$ cat config.mk
export PLATFORM = sky130hd
export DESIGN_NAME = matmul_apb_slave
export DESIGN_NICKNAME = d
export VERILOG_FILES = /design/src/rtl/matmul_apb_slave.sv
export SDC_FILE = /design/constraint.sdc
export NUM_CORES = 1
export LEC_CHECK = 0
export CAP_MARGIN = 0
export CORE_MARGIN = 8
export CORE_UTILIZATION = 25
export DETAILED_ROUTE_END_ITERATION = 8
export PLACE_DENSITY = 0.62
export SLEW_MARGIN = 20
export SYNTH_ARGS = -nofsm -noshare
export SYNTH_HDL_FRONTEND = slang
export SYNTH_SLANG_ARGS = --single-unit
export TNS_END_PERCENT = 1
$ cat constraint.sdc
create_clock -name clk_i -period 2.2 [get_ports clk_i]
set_clock_uncertainty 0.15 [all_clocks]
set_input_delay 0.44 -clock clk_i [delete_from_list [all_inputs] [get_ports clk_i]]
set_output_delay 0.44 -clock clk_i [all_outputs]
set_load 0.02 [all_outputs]
$ cat src/rtl/matmul_apb_slave.sv
// APB slave front-end for the matrix-multiply core: control register,
// operand line writes, overflow flags and scratchpad readback.
//
// Ports:
//   clk_i, rst_ni           clock, synchronous active-low reset
//   psel_i .. paddr_i       APB request (paddr_i[4:0] region, upper bits line)
//   pready_o, pslverr_o,
//   prdata_o                APB response, valid only in the RESP cycle
//   busy_o, start_o,
//   control_o               core control and status
//   a_we_o, b_we_o, op_*    operand line write port to the core
//   sp_*                    scratchpad read port (data returns same cycle)
//   done_i, flags_i         core completion pulse and overflow flags
module matmul_apb_slave #(
    parameter int DATA_WIDTH = 8,
    parameter int BUS_WIDTH  = 32,
    parameter int ADDR_WIDTH = 16,
    parameter int MAX_DIM    = BUS_WIDTH / DATA_WIDTH
) (
    input  logic                         clk_i,
    input  logic                         rst_ni,
    input  logic                         psel_i,
    input  logic                         penable_i,
    input  logic                         pwrite_i,
    input  logic [MAX_DIM-1:0]           pstrb_i,
    input  logic [BUS_WIDTH-1:0]         pwdata_i,
    input  logic [ADDR_WIDTH-1:0]        paddr_i,
    output logic                         pready_o,
    output logic                         pslverr_o,
    output logic [BUS_WIDTH-1:0]         prdata_o,
    output logic                         busy_o,
    output logic                         start_o,
    output logic [15:0]                  control_o,
    output logic                         a_we_o,
    output logic                         b_we_o,
    output logic [$clog2(MAX_DIM)-1:0]   op_line_o,
    output logic [BUS_WIDTH-1:0]         op_wdata_o,
    output logic [MAX_DIM-1:0]           op_wstrb_o,
    output logic                         sp_rd_en_o,
    output logic [1:0]                   sp_sel_o,
    output logic [2*$clog2(MAX_DIM)-1:0] sp_addr_o,
    input  logic [BUS_WIDTH-1:0]         sp_rdata_i,
    input  logic                         done_i,
    input  logic [MAX_DIM*MAX_DIM-1:0]   flags_i
);

    localparam int LW     = $clog2(MAX_DIM);
    localparam int SW     = 2 * LW;
    localparam int FW     = MAX_DIM * MAX_DIM;
    localparam int LINE_W = ADDR_WIDTH - 5;

    localparam logic [LINE_W-1:0] MAX_LINE = LINE_W'(MAX_DIM);
    localparam logic [LINE_W-1:0] MAX_SP   = LINE_W'(FW);

    localparam logic [1:0] IDLE   = 2'd0;
    localparam logic [1:0] SPWAIT = 2'd1;
    localparam logic [1:0] RESP   = 2'd2;

    logic [1:0]           state;
    logic                 err_q;
    logic [BUS_WIDTH-1:0] rdata_q;
    logic                 a_pend;
    logic                 b_pend;
    logic                 start_pend;
    logic [15:0]          control_q;
    logic [FW-1:0]        flags_q;
    logic                 busy_q;

    logic [4:0]           region;
    logic [LINE_W-1:0]    line;
    logic                 is_ctrl;
    logic                 is_opa;
    logic                 is_opb;
    logic                 is_flags;
    logic                 is_sp;
    logic                 is_op;
    logic                 err;
    logic                 access;
    logic                 start_req;
    logic [BUS_WIDTH-1:0] rd_val;

    assign region   = paddr_i[4:0];
    assign line     = paddr_i[ADDR_WIDTH-1:5];
    assign is_ctrl  = (region == 5'h00);
    assign is_opa   = (region == 5'h04);
    assign is_opb   = (region == 5'h08);
    assign is_flags = (region == 5'h0C);
    assign is_sp    = region[4] && (region[1:0] == 2'b00);
    assign is_op    = is_opa || is_opb;

    assign access = (state == IDLE) && psel_i && penable_i;

    always_comb begin
        err = 1'b0;
        if (!(is_ctrl || is_op || is_flags || is_sp))
            err = 1'b1;
        if (pwrite_i && (is_flags || is_sp))
            err = 1'b1;
        if (!pwrite_i && is_op)
            err = 1'b1;
        if (pwrite_i && busy_q && (is_ctrl || is_op))
            err = 1'b1;
        if (is_op && (line >= MAX_LINE))
            err = 1'b1;
        if (is_sp && (line >= MAX_SP))
            err = 1'b1;
    end

    assign start_req = pwrite_i && is_ctrl && !err
                    && pstrb_i[0] && pwdata_i[0];

    // Read data for non-scratchpad reads is captured at decode;
    // scratchpad data arrives during SPWAIT instead.
    always_comb begin
        rd_val = '0;
        if (!err && !pwrite_i) begin
            if (is_ctrl)
                rd_val = {{(BUS_WIDTH-16){1'b0}}, control_q};
            else if (is_flags)
                rd_val = BUS_WIDTH'(flags_q);
        end
    end

    always_ff @(posedge clk_i) begin
        if (!rst_ni) begin
            state      <= IDLE;
            err_q      <= 1'b0;
            rdata_q    <= '0;
            a_pend     <= 1'b0;
            b_pend     <= 1'b0;
            start_pend <= 1'b0;
            control_q  <= '0;
            flags_q    <= '0;
            busy_q     <= 1'b0;
            op_line_o  <= '0;
            op_wdata_o <= '0;
            op_wstrb_o <= '0;
            sp_sel_o   <= '0;
            sp_addr_o  <= '0;
        end else begin
            unique case (state)
                IDLE: begin
                    if (access) begin
                        err_q      <= err;
                        rdata_q    <= rd_val;
                        a_pend     <= !err && pwrite_i && is_opa;
                        b_pend     <= !err && pwrite_i && is_opb;
                        start_pend <= start_req;
                        if (!err && is_op) begin
                            op_line_o  <= line[LW-1:0];
                            op_wdata_o <= pwdata_i;
                            op_wstrb_o <= pstrb_i;
                        end
                        // Bit 0 is the start trigger and never reads back as 1.
                        if (!err && pwrite_i && is_ctrl) begin
                            if (pstrb_i[0])
                                control_q[7:0] <= {pwdata_i[7:1], 1'b0};
                            if (pstrb_i[1])
                                control_q[15:8] <= pwdata_i[15:8];
                        end
                        if (!err && is_sp) begin
                            sp_sel_o  <= paddr_i[3:2];
                            sp_addr_o <= line[SW-1:0];
                            state     <= SPWAIT;
                        end else begin
                            state <= RESP;
                        end
                    end
                end
                SPWAIT: begin
                    rdata_q <= sp_rdata_i;
                    state   <= RESP;
                end
                RESP: begin
                    err_q      <= 1'b0;
                    rdata_q    <= '0;
                    a_pend     <= 1'b0;
                    b_pend     <= 1'b0;
                    start_pend <= 1'b0;
                    state      <= IDLE;
                end
                default: state <= IDLE;
            endcase

            // Busy rises as RESP begins so it coincides with start_o;
            // a done pulse during that start cycle loses to the start.
            if (access && start_req) begin
                busy_q  <= 1'b1;
                flags_q <= '0;
            end else if (start_o) begin
                busy_q <= 1'b1;
            end else if (done_i && busy_q) begin
                busy_q  <= 1'b0;
                flags_q <= flags_i;
            end
        end
    end

    assign pready_o   = (state == RESP);
    assign pslverr_o  = pready_o && err_q;
    assign prdata_o   = pready_o ? rdata_q : '0;
    assign a_we_o     = pready_o && a_pend;
    assign b_we_o     = pready_o && b_pend;
    assign start_o    = pready_o && start_pend;
    assign busy_o     = busy_q;
    assign control_o  = control_q;
    assign sp_rd_en_o = (state == SPWAIT);

endmodule
==> results.tsv, run 1 <==
stage	metric	value	unit
worst_setup_path	slowest_stage	clkdlybuf4s50_1	
cts	clock_sinks	114	
sta	hold_violations	0	
floorplan	rows	51	
status	status	completed	
sta	setup_violations	0	
global_routing	grt_pass1_wl	26300	um
logic_synthesis	ys_ff_latch	114	
global_routing	overflow	0	
pwr	power	5.66	mW
sta	worst_pin_slew	0.523	ns
cts	clkTransAtPathRegs	0.05	ns
finish	antenna_cells	0	
cts	clock_latency	0.42	ns
logic_synthesis	synthTopCellsByArea	dfxtp_1 (46%), mux2i_1 (12%), nand2_1 (11%), and2_1 (4.7%), a21oi_1 (3.4%)	
finish	layout-drive-gt1-share	0.159	
pwr	p_leak	3.23	nW
cts	cts_max_path_buffers	2	
drt	via_per_inst	4.36	
logic_synthesis	synth_top_area_frac	0.460	
worst_setup_path	critical-path-top-delay-family	buffers and inverters	
logic_synthesis	avgSynthCellArea	8.57	sq um
cts	cts_tree	yes	
floorplan	die_width	157	um
worst_setup_path	crit_path_end_kind	output pin	
drt	ant_nets	0	
worst_setup_path	required	1.61	ns
global_routing	grt_pass1_vias	4741	
place	portBuffers	203	
floorplan	ios	205	
sta	period_minus_slack	2.13	ns
cts	htreeDepth	4	
worst_hold_path	hp-class	primary input to register	
worst_setup_path	crit_path_cell_trace	clkdlybuf4s50_1	
drt	drt-initial-drc-count	155	
logic_synthesis	synth.distinct_cells	38	
global_routing	antenna_found_initial	0	
logic_synthesis	syn-num-nets	688	
cts	clock_tree.root_cell	clkbuf_16	
logic_synthesis	syn_area	4960	sq um
worst_setup_path	crit_buf_inv	1	
floorplan	core	19500	sq um
cts	holdBufCountCts	0	
drt	totalWireLength	17600	um
place	place_congestion	0.784	
floorplan	die_area	24600	sq um
floorplan	dieHeight	157	um
worst_setup_path	max_stage_delay	0.67	ns
logic_synthesis	yosys_warnings	0	
finish	nFillCells	1985	
pwr	ir_drop	0.508	mV
global_routing	grt_start_max_net_pins	39	
logic_synthesis	synth_seq_area_share	0.460	
sta	timing.final.crit_share	0.968	
place	dp_hpwl	12800	um
finish	nets	920	
global_routing	track_usage	0.137	
drt	drc_errors	0	
worst_setup_path	critical_path_class	register to output pin	
pwr	power_density	693	nW/um^2
drt	dr.pass1.iters	4	
sta	rsz0062_at_grt	yes	
floorplan	start_util	0.255	
worst_setup_path	crit_fanout	7	
drt	wl_per_cell	16.2	um
sta	finalMaxSlewViolations	0	
worst_setup_path	startpoint_type	register	
cts	numCtsBuffers	17	
logic_synthesis	synth_top_cell_by_area	dfxtp_1	
finish	final_util	0.419	
finish	syn2layout_area_growth	64.5	%
sta	relSlewSlack	0.651	
worst_setup_path	crit_arrival	1.54	ns
logic_synthesis	syn_inst	579	
drt	via_count	4742	
run	maxCapViolCount	0	
sta	fmax	0.469	GHz
-- flip-flops by register name, summed over array words and instances (netlist names), 4 cells and up --
name,flops
op_wdata_o,32
rdata_q,32
flags_q,16
control_o,15
op_wstrb_o,4
sp_addr_o,4
-- layout by cell type (no fill, tap or decap), types with 3 or more instances in the layout --
master           instances
clkdlybuf4s50_1        159
nand2_1                142
dfxtp_1                114
mux2i_1                 59
buf_4                   38
and2_1                  37
buf_2                   37
a21oi_1                 33
nor2_1                  33
nand3_1                 22
clkbuf_16               20
nor3_1                  18
a22o_1                  17
a221oi_1                15
buf_12                  11
inv_1                    5
nand2b_1                 5
clkinv_2                 4
dlygate4sd2_1            4
a211oi_1                 3
nand3b_1                 3
clkbuf_8                 3
bufinv_16                3
clkinvlp_4               3
dlymetal6s2s_1           3
-- routing by layer --
layer  wire, um  up-vias  global-route usage
met3       1100       19              0.0414
met5          0        -                   0
li1           -     2434                   -
met4        267        0              0.0508
met2       8360      138               0.221
met1       7850     2151               0.170
-- logic make-up (layout without fill, tap and decap cells) --
kind of cell	Yosys count	in the layout	synth area share
buffers and inverters	50	294	0.0497
adder cells (fa/ha/maj)	3	3	0.00756
multiplexers	59	59	0.119
AO/OA/AOI/OAI	81	81	0.117
AND/OR/NAND/NOR	271	271	0.246
flip-flops	114	114	0.460
other	1	1	0.000756
-- worst register-to-register path: stages (launching register included) --
cell and delay, ns:
dfxtp_1 0.33, inv_1 0.08, buf_4 0.14, ha_1 0.35, and2_1 0.35, a221oi_1 0.42, nor3_1 0.07
-- power by group --
part           switching (mW)  internal, mW
Combinational           0.335         0.375
Clock                   0.963          1.85
Sequential             0.0210          2.11
-- worst paths after layout --
| path | start | endpoint | slack [ns] | cells past startpoint |
|---|---|---|---|---|
| max | busy_o | busy_o | 0.07 | 1 |
| min | rst_ni | state[0] | 0.25 | 2 |
| max reg2reg | state[0] | rdata_q[11] | 0.18 | 6 |
| min reg2reg | rdata_q[28] | rdata_q[28] | 0.29 | 2 |
-- metrics by stage --
stage / TNS [ns] / setup WS (ns) / area (sq um) / cells / hold WS (ns)
finish: 0 / 0.0694 / 8160 / 1088 / 0.246
global route: -0.0339 / -0.0133 / 8160 / 1088 / 0.242
floorplan: 0 / 0.0770 / 4960 / 579 / 0.267
global placement: -32.84 / -0.442 / 7610 / 1051 / 0.285
detailed placement: -35.45 / -0.496 / 7610 / 1051 / 0.289
CTS: 0 / 0.000400 / 8070 / 1082 / 0.230
-- repair_timing --
action / CTS / global route
setup endpoints to repair: 76 / 77
gates cloned: 0 / 4
pin swaps: 0 / 6
gates resized for setup: 144 / 16
setup buffers: 0 / 2
-- cell type report --
class                      count  area, sq um  share of cell area
clock buffer                  21          470              0.0576
clock inverter                10          133              0.0162
inverter                       6         22.5             0.00276
multi-input combinational    415         2470               0.303
sequential                   114         2280               0.280
tap                          265          332              0.0406
timing repair buffer         257         2450               0.300
-- cells in the mapped netlist (all sizes together) --
cell type  number
nand2         143
dfxtp         114
mux2i          59
and2           37
a21oi          34
nor2           34
clkbuf         32
nand3          22
nor3           21
a22o           17
a221oi         15
buf            12
inv             6
nand2b          5
a211oi          3
ha              3
nand3b          3
a31oi           2
and3            2
o21ai           2
o31ai           2
a2111oi         1
a211o           1
a21o            1
a32oi           1
conb            1
nor4            1
nor4b           1
o21a            1
o41a            1
or3             1
or4b            1
Power figures use the tool's default switching activity.
==> run 2: changes to the inputs <==
CAP_MARGIN = default   (was 0)
==> results of run 2 <==
No change in the layout: final DEF, timing and power equal those of run 1.
==> run 3: changes to the inputs <==
CTS_CLUSTER_SIZE = 16   (was default)
PLACE_DENSITY = 0.61   (was 0.62)
clock period = 2.3 ns   (was 2.2 ns; I/O delays follow)
==> run 3 against run 2 <==
Critical path depth grew 4; power shrank 5.9%; global-route usage grew 0.12 points; count of clock-buffer cells in the layout grew 3; utilization shrank 0.30 points; first-iteration DRC count grew 30%; die area is the same; clock power shrank 7%; hold slack gained 0.022 ns; non-clock buffer count shrank 10; sequential share of layout area grew 0.20 points; worst setup slack gained 0.0027 ns; largest cell class unchanged; highest routed layer is now met5.
==> results.tsv, run 3 (same netlist as run 1, synthesis figures left out) <==
stage	metric	value	unit
worst_setup_path	crit_arrival	1.62	ns
finish	syn2layout_area_growth	63.3	%
drt	drt-initial-drc-count	202	
pwr	power	5.32	mW
sta	period_minus_slack	2.23	ns
pwr	clkPwrFrac	0.494	
global_routing	antenna_found_initial	2	
sta	fmax	0.449	GHz
drt	via_count	4715	
place	portBuffers	203	
global_routing	grt_start_max_net_pins	47	
worst_setup_path	crit_buf_inv	3	
finish	layout_common_cells	clkdlybuf4s50_1 (161), nand2_1 (143), dfxtp_1 (114), mux2i_1 (59), and2_1 (37)	
worst_setup_path	r2r_cells	8	
floorplan	die_area	24600	sq um
finish	nets	910	
worst_hold_path	hold_depth	2	
cts	cts_tree	yes	
finish	layout-drive-gt1-share	0.146	
pwr	combPwrFrac	0.123	
sta	timing.final.crit_share	0.969	
sta	holdWs	0.268	ns
global_routing	grt_pass1_wl	26500	um
cts	numCtsBuffers	17	
floorplan	rows	51	
worst_setup_path	crit_path_cell_trace	inv_1 -> ha_4 -> buf_4 -> and2_1 -> clkdlybuf4s15_1	
pwr	internal_power	4.06	mW
worst_setup_path	crit_fanout	6	
floorplan	start_util	0.255	
run	maxCapViolCount	0	
sta	fin_ws	0.0721	ns
drt	drc_errors	0	
sta	finalMaxSlewViolations	0	
floorplan	die_width	157	um
worst_setup_path	crit_path_end_kind	output pin	
place	dp_hpwl	12800	um
worst_setup_path	max_stage_delay	0.35	ns
sta	hold_violations	0	
drt	totalWireLength	17300	um
cts	clock_latency	0.41	ns
pwr	pwr-share-seq	0.383	
finish	layout_commonest_cell	clkdlybuf4s50_1	
drt	ant_nets	0	
cts	holdBufCountCts	0	
worst_hold_path	hp-class	primary input to register	
place	dp_slack	-0.398	ns
sta	timing.setup.tns	0	ns
floorplan	dieHeight	157	um
status	status	completed	
worst_setup_path	path_depth	5	
pwr	p_sw	1.26	mW
cts	htreeDepth	4	
pwr	ir_drop	0.501	mV
sta	relSlewSlack	0.631	
worst_setup_path	startpoint_type	register	
floorplan	ios	205	
place	post-place-cells	1045	
sta	worst_pin_slew	0.554	ns
pwr	p_leak	3.13	nW
cts	clkTransAtPathRegs	0.05	ns
finish	top_regs	op_wdata_o (32), rdata_q (32), flags_q (16)	
global_routing	overflow	0	
drt	via_per_inst	4.37	
floorplan	core	19500	sq um
cts	clock_sinks	114	
global_routing	grt_pass1_vias	4752	
pwr	power_density	657	nW/um^2
global_routing	track_usage	0.139	
drt	dr.pass1.iters	4	
place	place_congestion	0.750	
cts	cts_max_path_buffers	2	
sta	setup_violations	0	
cts	clock_tree.root_cell	clkbuf_16	
worst_setup_path	required	1.69	ns
finish	stdcell_count	1080	
drt	wl_per_cell	16.0	um
worst_setup_path	critical-path-top-delay-family	buffers and inverters	
worst_setup_path	slowest_stage	dfxtp_1	
worst_setup_path	critical_path_class	register to output pin	
pwr	power_switching_share	0.237	
[run 3: cell count changes in the layout (fill, tap and decap cells not counted), moves of 2 or more]
cell             delta
buf_2              -23
clkbuf_2           +14
clkdlybuf4s15_2     +8
buf_4               -7
clkbuf_1            +2
clkbuf_16           -2
clkdlybuf4s50_1     +2
clkinv_2            -2
dlygate4sd2_1       -2
[run 3: cell type report]
cell class | instances | area (sq um)
multi-input combinational | 415 | 2480
timing repair buffer | 247 | 2400
tap | 265 | 332
sequential | 114 | 2280
fill | 1978 | 11400
inverter | 6 | 22.5
clock buffer | 24 | 492
clock inverter | 8 | 101
antenna | 1 | 2.50
[run 3: final timing paths]
kind                                endpoint   startpoint  slack (ns)
worst max-delay path               pslverr_o     state[0]        0.07
worst max register to register  op_line_o[1]     state[0]        0.26
worst min-delay path                state[0]       rst_ni        0.27
worst min register to register   rdata_q[19]  rdata_q[19]        0.29
[run 3: power by group through the flow]
stage | logic, mW | registers [mW] | clock network, mW
floorplan | 0.283 | 2.07 | 0
global placement | 0.663 | 2.08 | 0
detailed placement | 0.664 | 2.08 | 0
CTS | 0.660 | 2.04 | 2.70
global route | 0.717 | 2.04 | 2.81
finish | 0.652 | 2.04 | 2.63
[run 3: routing by layer]
metal / vias to the layer above / track usage / share of wire
li1: 2423 / - / -
met1: 2134 / 0.169 / 0.45
met2: 133 / 0.222 / 0.46
met3: 21 / 0.0455 / 0.070
met4: 4 / 0.0540 / 0.017
met5: - / 0 / 0.0013
[run 3: per-stage QoR]
step	instance area, sq um	util
5_1_grt	8100	0.416
3_5_place_dp	7550	0.388
4_1_cts	8160	0.419
3_3_place_gp	7550	0.388
2_1_floorplan	4960	-
6_report	8110	0.416
[run 3: repair_timing]
| action | 4_1_cts | 5_1_grt |
|---|---|---|
| buffers inserted | 0 | 1 |
| gates resized for setup | 98 | 35 |
| pin swaps | 0 | 2 |
| endpoints found under the setup margin | 38 | 110 |
| gates cloned | 0 | 1 |
